**src/rtl/garage_door_timed_pkg.sv**
```systemverilog
// Shared types and default parameter values for the timed garage door controller.
package garage_pkg;

  typedef enum logic [2:0] {
    ST_CLOSED    = 3'd0,
    ST_OPEN      = 3'd1,
    ST_MOVE_UP   = 3'd2,
    ST_MOVE_DOWN = 3'd3,
    ST_PAUSE_UP  = 3'd4,
    ST_PAUSE_DN  = 3'd5,
    ST_FAULT     = 3'd6
  } state_t;

  localparam int unsigned DEF_DEB_CYCLES   = 16;
  localparam int unsigned DEF_MOVE_TIMEOUT = 1000;
  localparam int unsigned DEF_AUTO_CLOSE   = 500;
  localparam int unsigned DEF_REV_PAUSE    = 8;
  localparam int unsigned DEF_BLINK_HALF   = 4;

  // Counter width able to hold p; at least one bit so a disabled feature still elaborates.
  function automatic int unsigned cnt_w(input int unsigned p);
    return (p == 0) ? 1 : int'($clog2(p + 1));
  endfunction

endpackage

```
**src/rtl/garage_door_timed_button_debounce.sv**
```systemverilog
// Push-button conditioner: 2-FF synchroniser, consecutive-sample debounce, rising-edge pulse.
module button_debounce
  import garage_pkg::*;
#(
  parameter int unsigned DEB_CYCLES = DEF_DEB_CYCLES
) (
  input  logic clk,
  input  logic rst_n,
  input  logic btn,
  output logic pulse
);

  localparam int unsigned CW = cnt_w(DEB_CYCLES);

  logic [1:0]    sync_q, sync_d;
  logic          deb_q, deb_d;
  logic [CW-1:0] cnt_q, cnt_d;
  logic          pulse_q, pulse_d;

  // Level flips only after DEB_CYCLES consecutive samples disagree with it.
  always_comb begin
    sync_d = {sync_q[0], btn};
    deb_d  = deb_q;
    cnt_d  = '0;
    if (sync_q[1] != deb_q) begin
      if (cnt_q == CW'(DEB_CYCLES - 1)) begin
        deb_d = sync_q[1];
      end else begin
        cnt_d = cnt_q + CW'(1);
      end
    end
    pulse_d = deb_d & ~deb_q;
  end

  always_ff @(posedge clk or negedge rst_n) begin
    if (!rst_n) begin
      sync_q  <= '0;
      deb_q   <= 1'b0;
      cnt_q   <= '0;
      pulse_q <= 1'b0;
    end else begin
      sync_q  <= sync_d;
      deb_q   <= deb_d;
      cnt_q   <= cnt_d;
      pulse_q <= pulse_d;
    end
  end

  assign pulse = pulse_q;

endmodule

```
**src/rtl/garage_door_timed.sv**
```systemverilog
// Timed garage door controller: button/sensor conditioning, motion FSM with dead time,
// move timeout, auto-close and blinking warning light.
module garage_door_timed
  import garage_pkg::*;
#(
  parameter int unsigned DEB_CYCLES   = DEF_DEB_CYCLES,
  parameter int unsigned MOVE_TIMEOUT = DEF_MOVE_TIMEOUT,
  parameter int unsigned AUTO_CLOSE   = DEF_AUTO_CLOSE,
  parameter int unsigned REV_PAUSE    = DEF_REV_PAUSE,
  parameter int unsigned BLINK_HALF   = DEF_BLINK_HALF
) (
  input  logic       clk50m,
  input  logic       rst_n,
  input  logic       up,
  input  logic       dn,
  input  logic       top,
  input  logic       bottom,
  input  logic       lb,
  input  logic       ack,
  output logic       left,
  output logic       right,
  output logic       wl,
  output logic       fault,
  output logic [2:0] state_o
);

  localparam int unsigned MW = cnt_w(MOVE_TIMEOUT);
  localparam int unsigned AW = cnt_w(AUTO_CLOSE);
  localparam int unsigned PW = cnt_w(REV_PAUSE);
  localparam int unsigned BW = cnt_w(BLINK_HALF);

  state_t        state_q, state_d;
  logic [3:0]    sens_meta_q, sens_meta_d;
  logic [3:0]    sens_sync_q, sens_sync_d;
  logic [MW-1:0] mv_cnt_q, mv_cnt_d;
  logic [AW-1:0] ac_cnt_q, ac_cnt_d;
  logic [PW-1:0] pause_cnt_q, pause_cnt_d;
  logic [BW-1:0] blink_cnt_q, blink_cnt_d;
  logic          wl_q, wl_d;
  logic          left_q, left_d;
  logic          right_q, right_d;
  logic          fault_q, fault_d;

  logic up_p, dn_p;
  logic top_s, bottom_s, lb_s, ack_s;
  logic changed, mv_timeout, ac_done, pause_done;

  button_debounce #(.DEB_CYCLES(DEB_CYCLES)) u_up_deb (
    .clk   (clk50m),
    .rst_n (rst_n),
    .btn   (up),
    .pulse (up_p)
  );

  button_debounce #(.DEB_CYCLES(DEB_CYCLES)) u_dn_deb (
    .clk   (clk50m),
    .rst_n (rst_n),
    .btn   (dn),
    .pulse (dn_p)
  );

  assign top_s    = sens_sync_q[0];
  assign bottom_s = sens_sync_q[1];
  assign lb_s     = sens_sync_q[2];
  assign ack_s    = sens_sync_q[3];

  // Next state, dwell counters and registered Moore outputs.
  always_comb begin
    sens_meta_d = {ack, lb, bottom, top};
    sens_sync_d = sens_meta_q;
    state_d     = state_q;
    mv_timeout  = (mv_cnt_q == MW'(MOVE_TIMEOUT - 1));
    ac_done     = (AUTO_CLOSE != 0) && (ac_cnt_q == AW'(AUTO_CLOSE - 1));
    pause_done  = (pause_cnt_q == PW'(REV_PAUSE - 1));

    unique case (state_q)
      ST_CLOSED:    if (up_p && !dn_p) state_d = ST_PAUSE_UP;
      ST_OPEN:      if (!lb_s && ((dn_p && !up_p) || ac_done)) state_d = ST_PAUSE_DN;
      ST_MOVE_UP: begin
        if (top_s && bottom_s)  state_d = ST_FAULT;
        else if (top_s)         state_d = ST_OPEN;
        else if (mv_timeout)    state_d = ST_FAULT;
        else if (dn_p)          state_d = ST_PAUSE_DN;
      end
      ST_MOVE_DOWN: begin
        if (top_s && bottom_s)  state_d = ST_FAULT;
        else if (bottom_s)      state_d = ST_CLOSED;
        else if (lb_s || up_p)  state_d = ST_PAUSE_UP;
        else if (mv_timeout)    state_d = ST_FAULT;
      end
      ST_PAUSE_UP:  if (pause_done) state_d = ST_MOVE_UP;
      ST_PAUSE_DN: begin
        if (lb_s)               state_d = ST_PAUSE_UP;
        else if (pause_done)    state_d = ST_MOVE_DOWN;
      end
      ST_FAULT:     if (ack_s) state_d = ST_PAUSE_UP;
      default:      state_d = ST_PAUSE_DN;
    endcase

    changed = (state_d != state_q);

    // Dwell counters restart on any state change and saturate instead of wrapping.
    mv_cnt_d = '0;
    if (!changed && (state_q == ST_MOVE_UP || state_q == ST_MOVE_DOWN) &&
        mv_cnt_q != MW'(MOVE_TIMEOUT)) begin
      mv_cnt_d = mv_cnt_q + MW'(1);
    end
    ac_cnt_d = '0;
    if (!changed && state_q == ST_OPEN && !lb_s && ac_cnt_q != AW'(AUTO_CLOSE)) begin
      ac_cnt_d = ac_cnt_q + AW'(1);
    end
    pause_cnt_d = '0;
    if (!changed && (state_q == ST_PAUSE_UP || state_q == ST_PAUSE_DN) &&
        pause_cnt_q != PW'(REV_PAUSE)) begin
      pause_cnt_d = pause_cnt_q + PW'(1);
    end

    wl_d        = 1'b1;
    blink_cnt_d = '0;
    case (state_d)
      ST_OPEN, ST_CLOSED: wl_d = 1'b0;
      ST_MOVE_UP, ST_MOVE_DOWN: begin
        if (!changed) begin
          if (blink_cnt_q == BW'(BLINK_HALF - 1)) begin
            wl_d = ~wl_q;
          end else begin
            wl_d        = wl_q;
            blink_cnt_d = blink_cnt_q + BW'(1);
          end
        end
      end
      default: ;
    endcase

    left_d  = (state_d == ST_MOVE_UP);
    right_d = (state_d == ST_MOVE_DOWN);
    fault_d = (state_d == ST_FAULT);
  end

  always_ff @(posedge clk50m or negedge rst_n) begin
    if (!rst_n) begin
      state_q     <= ST_PAUSE_DN;
      sens_meta_q <= '0;
      sens_sync_q <= '0;
      mv_cnt_q    <= '0;
      ac_cnt_q    <= '0;
      pause_cnt_q <= '0;
      blink_cnt_q <= '0;
      wl_q        <= 1'b1;
      left_q      <= 1'b0;
      right_q     <= 1'b0;
      fault_q     <= 1'b0;
    end else begin
      state_q     <= state_d;
      sens_meta_q <= sens_meta_d;
      sens_sync_q <= sens_sync_d;
      mv_cnt_q    <= mv_cnt_d;
      ac_cnt_q    <= ac_cnt_d;
      pause_cnt_q <= pause_cnt_d;
      blink_cnt_q <= blink_cnt_d;
      wl_q        <= wl_d;
      left_q      <= left_d;
      right_q     <= right_d;
      fault_q     <= fault_d;
    end
  end

  assign left    = left_q;
  assign right   = right_q;
  assign wl      = wl_q;
  assign fault   = fault_q;
  assign state_o = state_q;

endmodule

```
**config.mk**
```make
export PLATFORM = sky130hd
export DESIGN_NAME = garage_door_timed
export DESIGN_NICKNAME = d
export VERILOG_FILES = /design/src/rtl/garage_door_timed_pkg.sv /design/src/rtl/garage_door_timed_button_debounce.sv /design/src/rtl/garage_door_timed.sv
export SDC_FILE = /design/constraint.sdc
export NUM_CORES = 1
export LEC_CHECK = 0
export BUFFER_PORTS_ARGS = -buffer_cell sky130_fd_sc_hd__buf_4
export CAP_MARGIN = 20
export CORE_ASPECT_RATIO = 0.7
export CORE_UTILIZATION = 54
export DETAILED_ROUTE_END_ITERATION = 6
export PLACE_DENSITY = 0.77
export RECOVER_POWER = 25
export SLEW_MARGIN = 10
export SYNTH_ARGS = -nofsm -noshare
export SYNTH_HDL_FRONTEND = slang
export SYNTH_SLANG_ARGS = --single-unit
```
**constraint.sdc**
```tcl
create_clock -name clk50m -period 2.1 [get_ports clk50m]
set_clock_uncertainty 0.1 [all_clocks]
set_input_delay 0.105 -clock clk50m [delete_from_list [all_inputs] [get_ports clk50m]]
set_output_delay 0.105 -clock clk50m [all_outputs]
set_load 0.05 [all_outputs]
```
# After elaboration in Yosys (flattened, before gate mapping)

Cells that the tools add are included.

Bits in registers: 59
Latch bits: 0
Bits in writable memories: 0
Memory bits (read-only): 0
Output and inout bits: 7
Logic and storage cells: 108
Memories kept: 0

Add/subtract/negate cells: 6
Multiply operators: 0
Div/mod/pow operators: 0
Order comparisons: 0
Equality and inequality tests: 23
Shift-type cells: 0
Multiplexer cells: 32
Bitwise gates (word level): 5
Reduce and logical (&&, ||, !) cells: 23

Operators by type and width:

| kind                  | count |
|---|---|
| $mux 3                | 17 |
| $pmux 3 s7            | 1 |
| $mux 5                | 4 |
| $eq 3x2->1 const B    | 5 |
| $eq 3x3->1 const B    | 4 |
| $logic_and 1x1->1     | 11 |
| $add 10x1->10 const B | 1 |
| $add 5x1->5 const B   | 2 |
| $eq 10x10->1 const B  | 1 |
| $eq 5x4->1 const B    | 2 |
| $mux 10               | 1 |
| $ne 10x10->1 const B  | 1 |
| $add 9x1->9 const B   | 1 |
| $eq 9x9->1 const B    | 1 |
| $mux 9                | 1 |
| $ne 9x9->1 const B    | 1 |
| $eq 3x1->1 const B    | 2 |
| $logic_not 3->1       | 2 |
| $mux 1                | 6 |
| $add 4x1->4 const B   | 1 |
| $eq 4x3->1 const B    | 1 |
| $logic_not 1->1       | 4 |
| $logic_or 1x1->1      | 4 |
| $mux 4                | 1 |
| other kinds (9)       | 14 |

# Depth between registers and ports, before layout

Gate-level depths: netlist of run 1.

Word-level depth: 12
Gate-level depth with buffers: 8

# Cells and area by module

A second synthesis of run 1 with hierarchy kept.

Cells, all modules: 245
Area, all modules: 2,691.3 um^2

Modules (own cells, without submodules):

| module            | times used | cells each | area an instance (um^2) |
|---|---|---|---|
| garage_door_timed | 1          | 195        | 1,990.7 |
| button_debounce   | 2          | 25         | 350.3 |

# Worst setup path before layout of run 1

Ideal clock, no wire load.

Path type: reg2reg
Start: register state_q[0], in the netlist state_o[0]
End: register ac_cnt_q[2]
Arrival time: 2,278 ps
Path slack: -421 ps
Stages on the path, launching flop included: 9
Period minus slack after synthesis: 2,521 ps
Path through: dfstp_2 -> buf_2 -> or4b_1 -> or3b_1 -> o32ai_2 -> nor4b_1 -> o21ai_2 -> buf_6 -> nor3_1

Longest elaborated chain between the ends: 11
Elaborated cells between the ends (all ways): 28
Those cells by class: eq/ne: 7; mux: 16; reduce/logical: 5

RTL lines:

| element                            | line                                             | text |
|---|---|---|
| start, declared                    | garage_door_timed.sv:32                          | `state_t state_q, state_d;` |
| start signal, assigned             | garage_door_timed.sv:154                         | `state_q <= state_d;` |
| $mux 3, on equally long branches   | garage_door_timed.sv:89, garage_door_timed.sv:83 |  |
| $mux 3, on equally long branches   | garage_door_timed.sv:88, garage_door_timed.sv:82 |  |
| $mux 3, on equally long branches   | garage_door_timed.sv:87, garage_door_timed.sv:81 |  |
| $mux 3, on equally long branches   | garage_door_timed.sv:86, garage_door_timed.sv:80 |  |
| $pmux 3 s7                         | garage_door_timed.sv:76                          | `unique case (state_q)` |
| $ne 3x3->1                         | garage_door_timed.sv:100                         | `changed = (state_d != state_q);` |
| $logic_not 1->1                    | --                                               |  |
| $logic_and 1x1->1 (*) (3 in a row) | garage_door_timed.sv:109                         | `if (!changed && state_q == ST_OPEN && !lb_s && ac_cnt_q != AW'(AUTO_CLOSE)) begin` |
| $mux 9 (*)                         | garage_door_timed.sv:109                         |  |
| named net ac_cnt_d[2]              | garage_door_timed.sv:36                          | `logic [AW-1:0] ac_cnt_q, ac_cnt_d;` |
| end signal, assigned               | garage_door_timed.sv:158                         | `ac_cnt_q <= ac_cnt_d;` |
| end, declared                      | garage_door_timed.sv:36                          |  |

Mark *: on every way through the listed nets, which the timed path passes. The rest lies on a longest branch.
A chain may end at the register's enable or synchronous reset.

# Final worst setup path of run 1

Start: register state_q[0], in the netlist state_o[0]
End: register mv_cnt_q[2]

Longest elaborated chain between the ends: 10
Elaborated cells between the ends (all ways): 28
Those cells by class: eq/ne: 7; mux: 16; reduce/logical: 5

RTL lines:

| element                            | line                                             | text |
|---|---|---|
| $mux 3, on equally long branches   | garage_door_timed.sv:89, garage_door_timed.sv:83 |  |
| $mux 3, on equally long branches   | garage_door_timed.sv:88, garage_door_timed.sv:82 |  |
| $mux 3, on equally long branches   | garage_door_timed.sv:87, garage_door_timed.sv:81 |  |
| $mux 3, on equally long branches   | garage_door_timed.sv:86, garage_door_timed.sv:80 |  |
| $pmux 3 s7                         | garage_door_timed.sv:76                          |  |
| $ne 3x3->1                         | garage_door_timed.sv:100                         |  |
| $logic_not 1->1                    | --                                               |  |
| $logic_and 1x1->1 (*) (2 in a row) | garage_door_timed.sv:104                         | `if (!changed && (state_q == ST_MOVE_UP \|\| state_q == ST_MOVE_DOWN) &&` |
| $mux 10 (*)                        | garage_door_timed.sv:104                         |  |
| named net mv_cnt_d[2]              | garage_door_timed.sv:35                          | `logic [MW-1:0] mv_cnt_q, mv_cnt_d;` |
| end signal, assigned               | garage_door_timed.sv:157                         | `mv_cnt_q <= mv_cnt_d;` |
| end, declared                      | garage_door_timed.sv:35                          |  |

Marks and branches as above.

==> results of run 1 <==
-- cells by family (layout without fill, tap and decap cells) --
logic type	count (synthesis)	in the layout	synth area share, %
AND/OR/NAND/NOR	116	116	24.6
multiplexers	2	2	0.826
AO/OA/AOI/OAI	20	20	5.05
adder cells (fa/ha/maj)	9	9	4.13
flip-flops	59	59	54.3
XOR/XNOR	24	24	7.71
buffers and inverters	18	74	3.40
-- worst max-delay path by stage --
stage / slack [ns] / from / to
finish: -0.16 / state_o[0]$_DFF_PN1_ / mv_cnt_q[2]$_DFF_PN0_
floorplan: -0.36 / state_o[0]$_DFF_PN1_ / ac_cnt_q[2]$_DFF_PN0_
detailed placement: -0.11 / state_o[0]$_DFF_PN1_ / ac_cnt_q[0]$_DFF_PN0_
global route: -0.26 / state_o[0]$_DFF_PN1_ / mv_cnt_q[2]$_DFF_PN0_
global placement: -0.05 / state_o[0]$_DFF_PN1_ / mv_cnt_q[1]$_DFF_PN0_
CTS: -0.16 / state_o[0]$_DFF_PN1_ / mv_cnt_q[2]$_DFF_PN0_
-- cell type report --
type	count	area, um2	share of cell area, %
Inverter	11	41.3	1.19
Clock buffer	9	124	3.56
Multi-Input combinational cell	171	1270	36.6
Sequential cell	59	1480	42.6
Tap cell	69	86.3	2.48
Clock inverter	7	100	2.88
Timing Repair Buffer	47	375	10.8
-- what timing repair did --
action                                  in CTS  in global routing
pin swaps                                    8                  1
endpoints found under the setup margin      25                 26
endpoints found under the hold margin       62                  0
hold buffers                                 7                  0
setup buffers                                0                  3
resized for setup                           13                 10
-- power groups by stage --
stage	clock network, mW	registers, mW	logic, mW
after global placement	0	1.19	0.0620
after detailed placement	0	1.19	0.0637
after CTS	1.17	1.17	0.0746
final	1.15	1.17	0.0750
after floorplan	0	1.19	0.0230
after global routing	1.23	1.17	0.0870
-- worst register-to-register path: stages (launching register included) --
cell     delay (ns)
dfstp_2        0.53
or4b_4         0.47
or3b_4         0.40
o32ai_4        0.11
nor4b_2        0.09
o21ai_2        0.18
buf_4          0.19
nor4b_1        0.06
-- metrics by stage --
step / total power [mW] / utilization (%)
2_1_floorplan: 1.21 / -
3_3_place_gp: 1.25 / 63.4
3_5_place_dp: 1.26 / 63.4
4_1_cts: 2.42 / 70.9
5_1_grt: 2.49 / 72.4
6_report: 2.40 / 72.4
-- registers in the layout, summed over array words and instances, names as in the netlist --
name	flops
ac_cnt_q	9
blink_cnt_q	3
fault	1
left	1
mv_cnt_q	10
pause_cnt_q	4
right	1
sens_meta_q	4
sens_sync_q	4
state_o	3
u_dn_deb.cnt_q	5
u_dn_deb.deb_q	1
u_dn_deb.pulse	1
u_dn_deb.sync_q	2
u_up_deb.cnt_q	5
u_up_deb.deb_q	1
u_up_deb.pulse	1
u_up_deb.sync_q	2
wl	1
-- metal layers --
metal | GRT usage (%) | part of all wire, % | up-vias
li1 | - | - | 961
met1 | 29.2 | 46 | 933
met2 | 33.7 | 47 | 52
met3 | 9.65 | 5.8 | 7
met4 | 7.62 | 1.1 | 0
met5 | 0 | 0 | -
-- cell usage in the layout (no fill, tap or decap), drive strengths merged, types with 2 or more instances in the layout --
cell	synthesis	final
dfrtp	56	56
buf	5	33
nor2	20	20
nor3	18	18
clkbuf	2	16
xor2	13	13
nand2	13	13
inv	11	12
xnor2	11	11
nand3	10	10
and3	9	9
ha	9	9
o21ai	8	8
dlygate4sd3	0	7
nand2b	6	6
nor4b	6	6
nand3b	5	5
nor2b	5	5
nand4	4	4
nor4	4	4
clkinv	0	4
and2	3	3
dfstp	3	3
or3b	3	3
nor3b	2	2
a21oi	2	2
o21bai	2	2
mux2	2	2
bufinv	0	2
a31oi	2	2
or4b	2	2
or3	2	2
or2	2	2
==> qor.yml, run 1 <==
status: "finished with violations"
violations: "setup timing"
antenna_left: 0
numCtsBuffers: 9
leakage_nw: 1.62
post-route-period-util_pct: 108
firstDrtPassIters: 4
hold_class: "flip-flop to flip-flop"
max_stage_delay_ns: 0.53
finalSetupTns_ns: -3.30
crit_path_end_kind: "flip-flop"
worst_slack_ns: -0.159
rr_worst_depth: 7
hold_depth: 0
routedWlPerCell_um: 14.2
yosys_warnings: 0
synth_cell_types: 45
maxCapViolations: 0
combPwrFrac_pct: 3.1
setup-violations-final: 24
final.fill_count: 348
h-tree-depth: 3
ioPinCount: 15
placed_cells: 347
postSynthAreaPerCell_um2: 11.0
hpwl_mm: 3.45
synth_cells: 248
switching_power_mw: 0.532
hold-path-endpoint: "u_up_deb.sync_q[1]$_DFF_PN0_"
grt_overflow: 0
tightest_slew_ns: 1.38
synth.top_cells.by_area: "dfrtp_1, xor2_1, ha_1"
routed_wl_mm: 5.30
p_int_mw: 1.87
yosys-top-cells-count: "dfrtp_1, nor2_1, nor3_1"
netlist_area_mm2: 0.00273
die_w_um: 86.9
swShare_pct: 22.2
grt_pass1_vias: 1856
core_area_mm2: 0.00481
synth-edff-count: 0
io_buffers: 14
hold_violations: 0
ys_seq_elements: 59
viasPerCell: 5.24
holdWs_ns: 0.261
crit_buf_inv: 1
grt_pass1_wl_mm: 8.57
crit_path_top_delay_cell: "dfstp_2"
grt_setup_unrepaired: "true"
seqPwrFrac_pct: 48.8
yosysTopAreaCellShare_pct: 51.4
fin_nets: 316
gp_congestion: 0.948
power_density_mw_per_mm2: 689
first_iter_violations: 114
num_vias: 1953
reg2reg_from: "state_o[0]$_DFF_PN1_"
fin_crit_ns: 2.26
die_h_um: 61.4
die-area_mm2: 0.00534
hold_start: "u_up_deb.sync_q[0]$_DFF_PN0_"
fmax_mhz: 443
dpl_worst_slack_ns: -0.113
critPathRequiredTime_ns: 2.22
grt.total_usage_pct: 22.3
finish.instance_area_mm2: 0.00348
startpoint_type: "flip-flop"
post-route-drc-count: 0
initial_core_util_pct: 56.7
synthFlopType: "dfrtp_1"
synthArstFlopShare_pct: 100
clkTransAtPathRegs_ns: 0.07
n_antenna_cell: 0
worstSetupPathType: "flip-flop to flip-flop"
cp_max_fo: 6
worstPathCellList: "or4b_4, or3b_4, o32ai_4, nor4b_2, o21ai_2, buf_4, nor4b_1"
rrSetupSlack_ns: -0.16
relSlewSlack_pct: 8.30
place_area_mm2: 0.00305
layout-drive-gt1-share_pct: 28.9
final_cell_count_no_fill: 373
clock_latency_ns: 0.35
finalMaxSlewViolations: 0
clock_power_share_pct: 48.0
crit_cells: 7
clk_path_buf_depth: 2
synth_most_common_cell: "dfrtp_1"
ys_seq_area_share_pct: 54.3
grt_max_degree: 60
cts_root_buf: "clkbuf_8"
fp-row-count: 21
cts_sinks: 59
reg2reg_to: "mv_cnt_q[2]$_DFF_PN0_"
cpLargestDelayFamily: "simple AND/OR/NAND/NOR gates"
crit_arrival_ns: 2.38
netlist.top_cell.by_area: "dfrtp_1"
synth_fp_nets: 265
antenna_found_initial: 0
cts_tree: "done"
area_delta_synth_final_pct: 27.7
ir_worst_vdd_mv: 0.576
Power figures use the tool's default switching activity.
==> inputs of run 2 (changes only) <==
--- a/config.mk
+++ b/config.mk
@@ -8,9 +8,10 @@
 export BUFFER_PORTS_ARGS = -buffer_cell sky130_fd_sc_hd__buf_4
 export CAP_MARGIN = 20
 export CORE_ASPECT_RATIO = 0.7
-export CORE_UTILIZATION = 54
+export CORE_UTILIZATION = 57
+export CTS_BUF_LIST = sky130_fd_sc_hd__clkbuf_4
 export DETAILED_ROUTE_END_ITERATION = 6
-export PLACE_DENSITY = 0.77
+export PLACE_DENSITY = 0.8
 export RECOVER_POWER = 25
 export SLEW_MARGIN = 10
 export SYNTH_ARGS = -nofsm -noshare
==> run 2 against run 1 <==
  * The flow finishes with violations (DRC, setup timing)
  * Die area fell by 5.1%
  * Sequential power about the same
  * Clock power decreased by 33%
  * Design area decreased by 3.3%
  * Critical path depth unchanged
  * Routed wire length down 2.8%
  * Worst setup slack worse by 0.0063 ns
  * Via count increased by 0.46%
  * Fmax shrank 0.28%
  * Sequential share of layout area increased by 1.4 points
  * Total power down 16%
  * Clock-buffer cell count rose by 3
  * Critical path type unchanged
==> qor.yml, run 2 (synthesis gave the netlist of run 1 again) <==
grt_pass1_vias: 1875
startpoint_type: "flip-flop"
die_h_um: 59.9
finalMaxSlewViolations: 0
routedWlPerCell_um: 14.3
initial_core_util_pct: 61.2
switching_power_mw: 0.436
maxCapViolations: 0
final_common_cell: "dfrtp_1"
fin_crit_ns: 2.26
tightest_slew_ns: 1.38
grt_overflow: 0
place_area_mm2: 0.00306
swShare_pct: 21.6
fp-row-count: 20
clock_power_share_pct: 38.4
clkTransAtPathRegs_ns: 0.09
area_delta_synth_final_pct: 23.6
hpwl_mm: 3.36
die-area_mm2: 0.00507
p_int_mw: 1.58
grt_max_degree: 60
h-tree-depth: 3
fin_nets: 317
io_buffers: 14
seqPwrFrac_pct: 58.0
antenna_left: 0
post-route-drc-count: 2
crit_path_end_kind: "flip-flop"
relSlewSlack_pct: 7.68
cts_tree: "done"
antenna_found_initial: 0
gp_congestion: 0.924
fmax_mhz: 442
ioPinCount: 15
crit_arrival_ns: 2.45
top_regs: "mv_cnt_q: 10 flops, ac_cnt_q: 9 flops"
firstDrtPassIters: 7
ir_worst_vdd_mv: 0.489
dpl_worst_slack_ns: -0.108
viasPerCell: 5.45
n_antenna_cell: 0
max_stage_delay_ns: 0.54
clk_path_buf_depth: 2
grt.total_usage_pct: 23.4
num_vias: 1962
core_area_mm2: 0.00445
final_core_util_pct: 75.6
post-route-period-util_pct: 108
top_register: "mv_cnt_q"
grt_pass1_wl_mm: 8.65
final_cell_mix: "dfrtp_1, buf_4, nor2_1"
power_density_mw_per_mm2: 599
hold_class: "flip-flop to flip-flop"
worstSetupPathType: "flip-flop to flip-flop"
grt_setup_unrepaired: "true"
layout-drive-gt1-share_pct: 26.9
cts_sinks: 59
largest_reg_flops: 10
crit_path_top_delay_cell: "dfstp_2"
status: "finished with violations"
first_iter_violations: 199
combPwrFrac_pct: 3.6
leakage_nw: 1.60
critPathRequiredTime_ns: 2.28
die_w_um: 84.6
cp_max_fo: 21
clock_latency_ns: 0.40
routed_wl_mm: 5.15
worst_slack_ns: -0.165
numCtsBuffers: 9
finish.instance_area_mm2: 0.00337
hold_violations: 0
violations: "DRC, setup timing"
setup-violations-final: 26
worstPathCellList: "or4b_4, or3b_4, o32ai_4, nor4b_4, o21ai_2, buf_12, nor4_1"
cts_root_buf: "clkbuf_4"
run 2: cell types whose count changed in the layout (fill, tap and decap cells not counted), sizes merged:
cell	delta
inv	-1
bufinv	-1
clkbuf	+3
clkinv	-1
buf	+1
run 2: area by class of cell:
type / instances / area [um2]
fillers: 304 / 1090
clock buffers: 12 / 90.1
repair buffers: 48 / 399
inverters: 11 / 41.3
multi-input cells: 171 / 1240
flip-flops and latches: 59 / 1480
clock inverters: 4 / 42.5
well taps: 55 / 68.8
run 2: layer usage:
layer / share of wire (%) / global-route usage (%) / vias up
met4: 1.8 / 8.47 / 0
met1: 48 / 30.4 / 937
li1: - / - / 965
met3: 6.2 / 9.94 / 9
met5: 0 / 0 / -
met2: 44 / 35.5 / 51
run 2: final timing paths:
check / start / depth (start not counted) / slack (ns) / endpoint
min in group asynchronous: rst_n / 2 / 0.46 / mv_cnt_q[4]$_DFF_PN0_
worst min register to register: sens_meta_q[3]$_DFF_PN0_ / 0 / 0.25 / sens_sync_q[3]$_DFF_PN0_
worst max register to register: state_o[0]$_DFF_PN1_ / 7 / -0.16 / mv_cnt_q[1]$_DFF_PN0_
max in group asynchronous: rst_n / 2 / 0.53 / state_o[1]$_DFF_PN0_
worst max-delay path: state_o[0]$_DFF_PN1_ / 7 / -0.16 / mv_cnt_q[1]$_DFF_PN0_
worst min-delay path: sens_meta_q[3]$_DFF_PN0_ / 0 / 0.25 / sens_sync_q[3]$_DFF_PN0_
run 2: worst max-delay path, delay by kind of cell, from the launching register on:
| kind | cells | cell delay [ns] |
|---|---|---|
| buffers and inverters | 1 | 0.18 |
| AOI/OAI and AO/OA | 2 | 0.31 |
| and+or+nand+nor | 4 | 1.01 |
| DFF | 1 | 0.54 |
run 2: power by group through the flow:
stage | logic [mW] | registers (mW) | clock network (mW)
floorplan | 0.0230 | 1.19 | 0
global placement | 0.0612 | 1.19 | 0
detailed placement | 0.0629 | 1.19 | 0
CTS | 0.0737 | 1.17 | 0.803
global route | 0.0886 | 1.17 | 0.854
finish | 0.0729 | 1.17 | 0.775
run 2: what timing repair did:
action,in CTS,in global routing
hold buffers,7,0
setup endpoints to repair,25,26
pin swaps,0,2
hold endpoints to repair,62,0
resized for setup,1,19
setup buffers,0,1
cloned,0,0
run 2: metrics by stage:
| step | hold WS [ns] | power (mW) | instances | setup TNS [ns] |
|---|---|---|---|---|
| after floorplan | -0.291 | 1.21 | 248 | -8.13 |
| after global placement | 0.103 | 1.25 | 336 | -0.945 |
| after detailed placement | 0.102 | 1.25 | 336 | -2.08 |
| after CTS | 0.198 | 2.05 | 359 | -2.58 |
| after global routing | 0.243 | 2.12 | 360 | -5.64 |
| final | 0.250 | 2.02 | 360 | -3.63 |
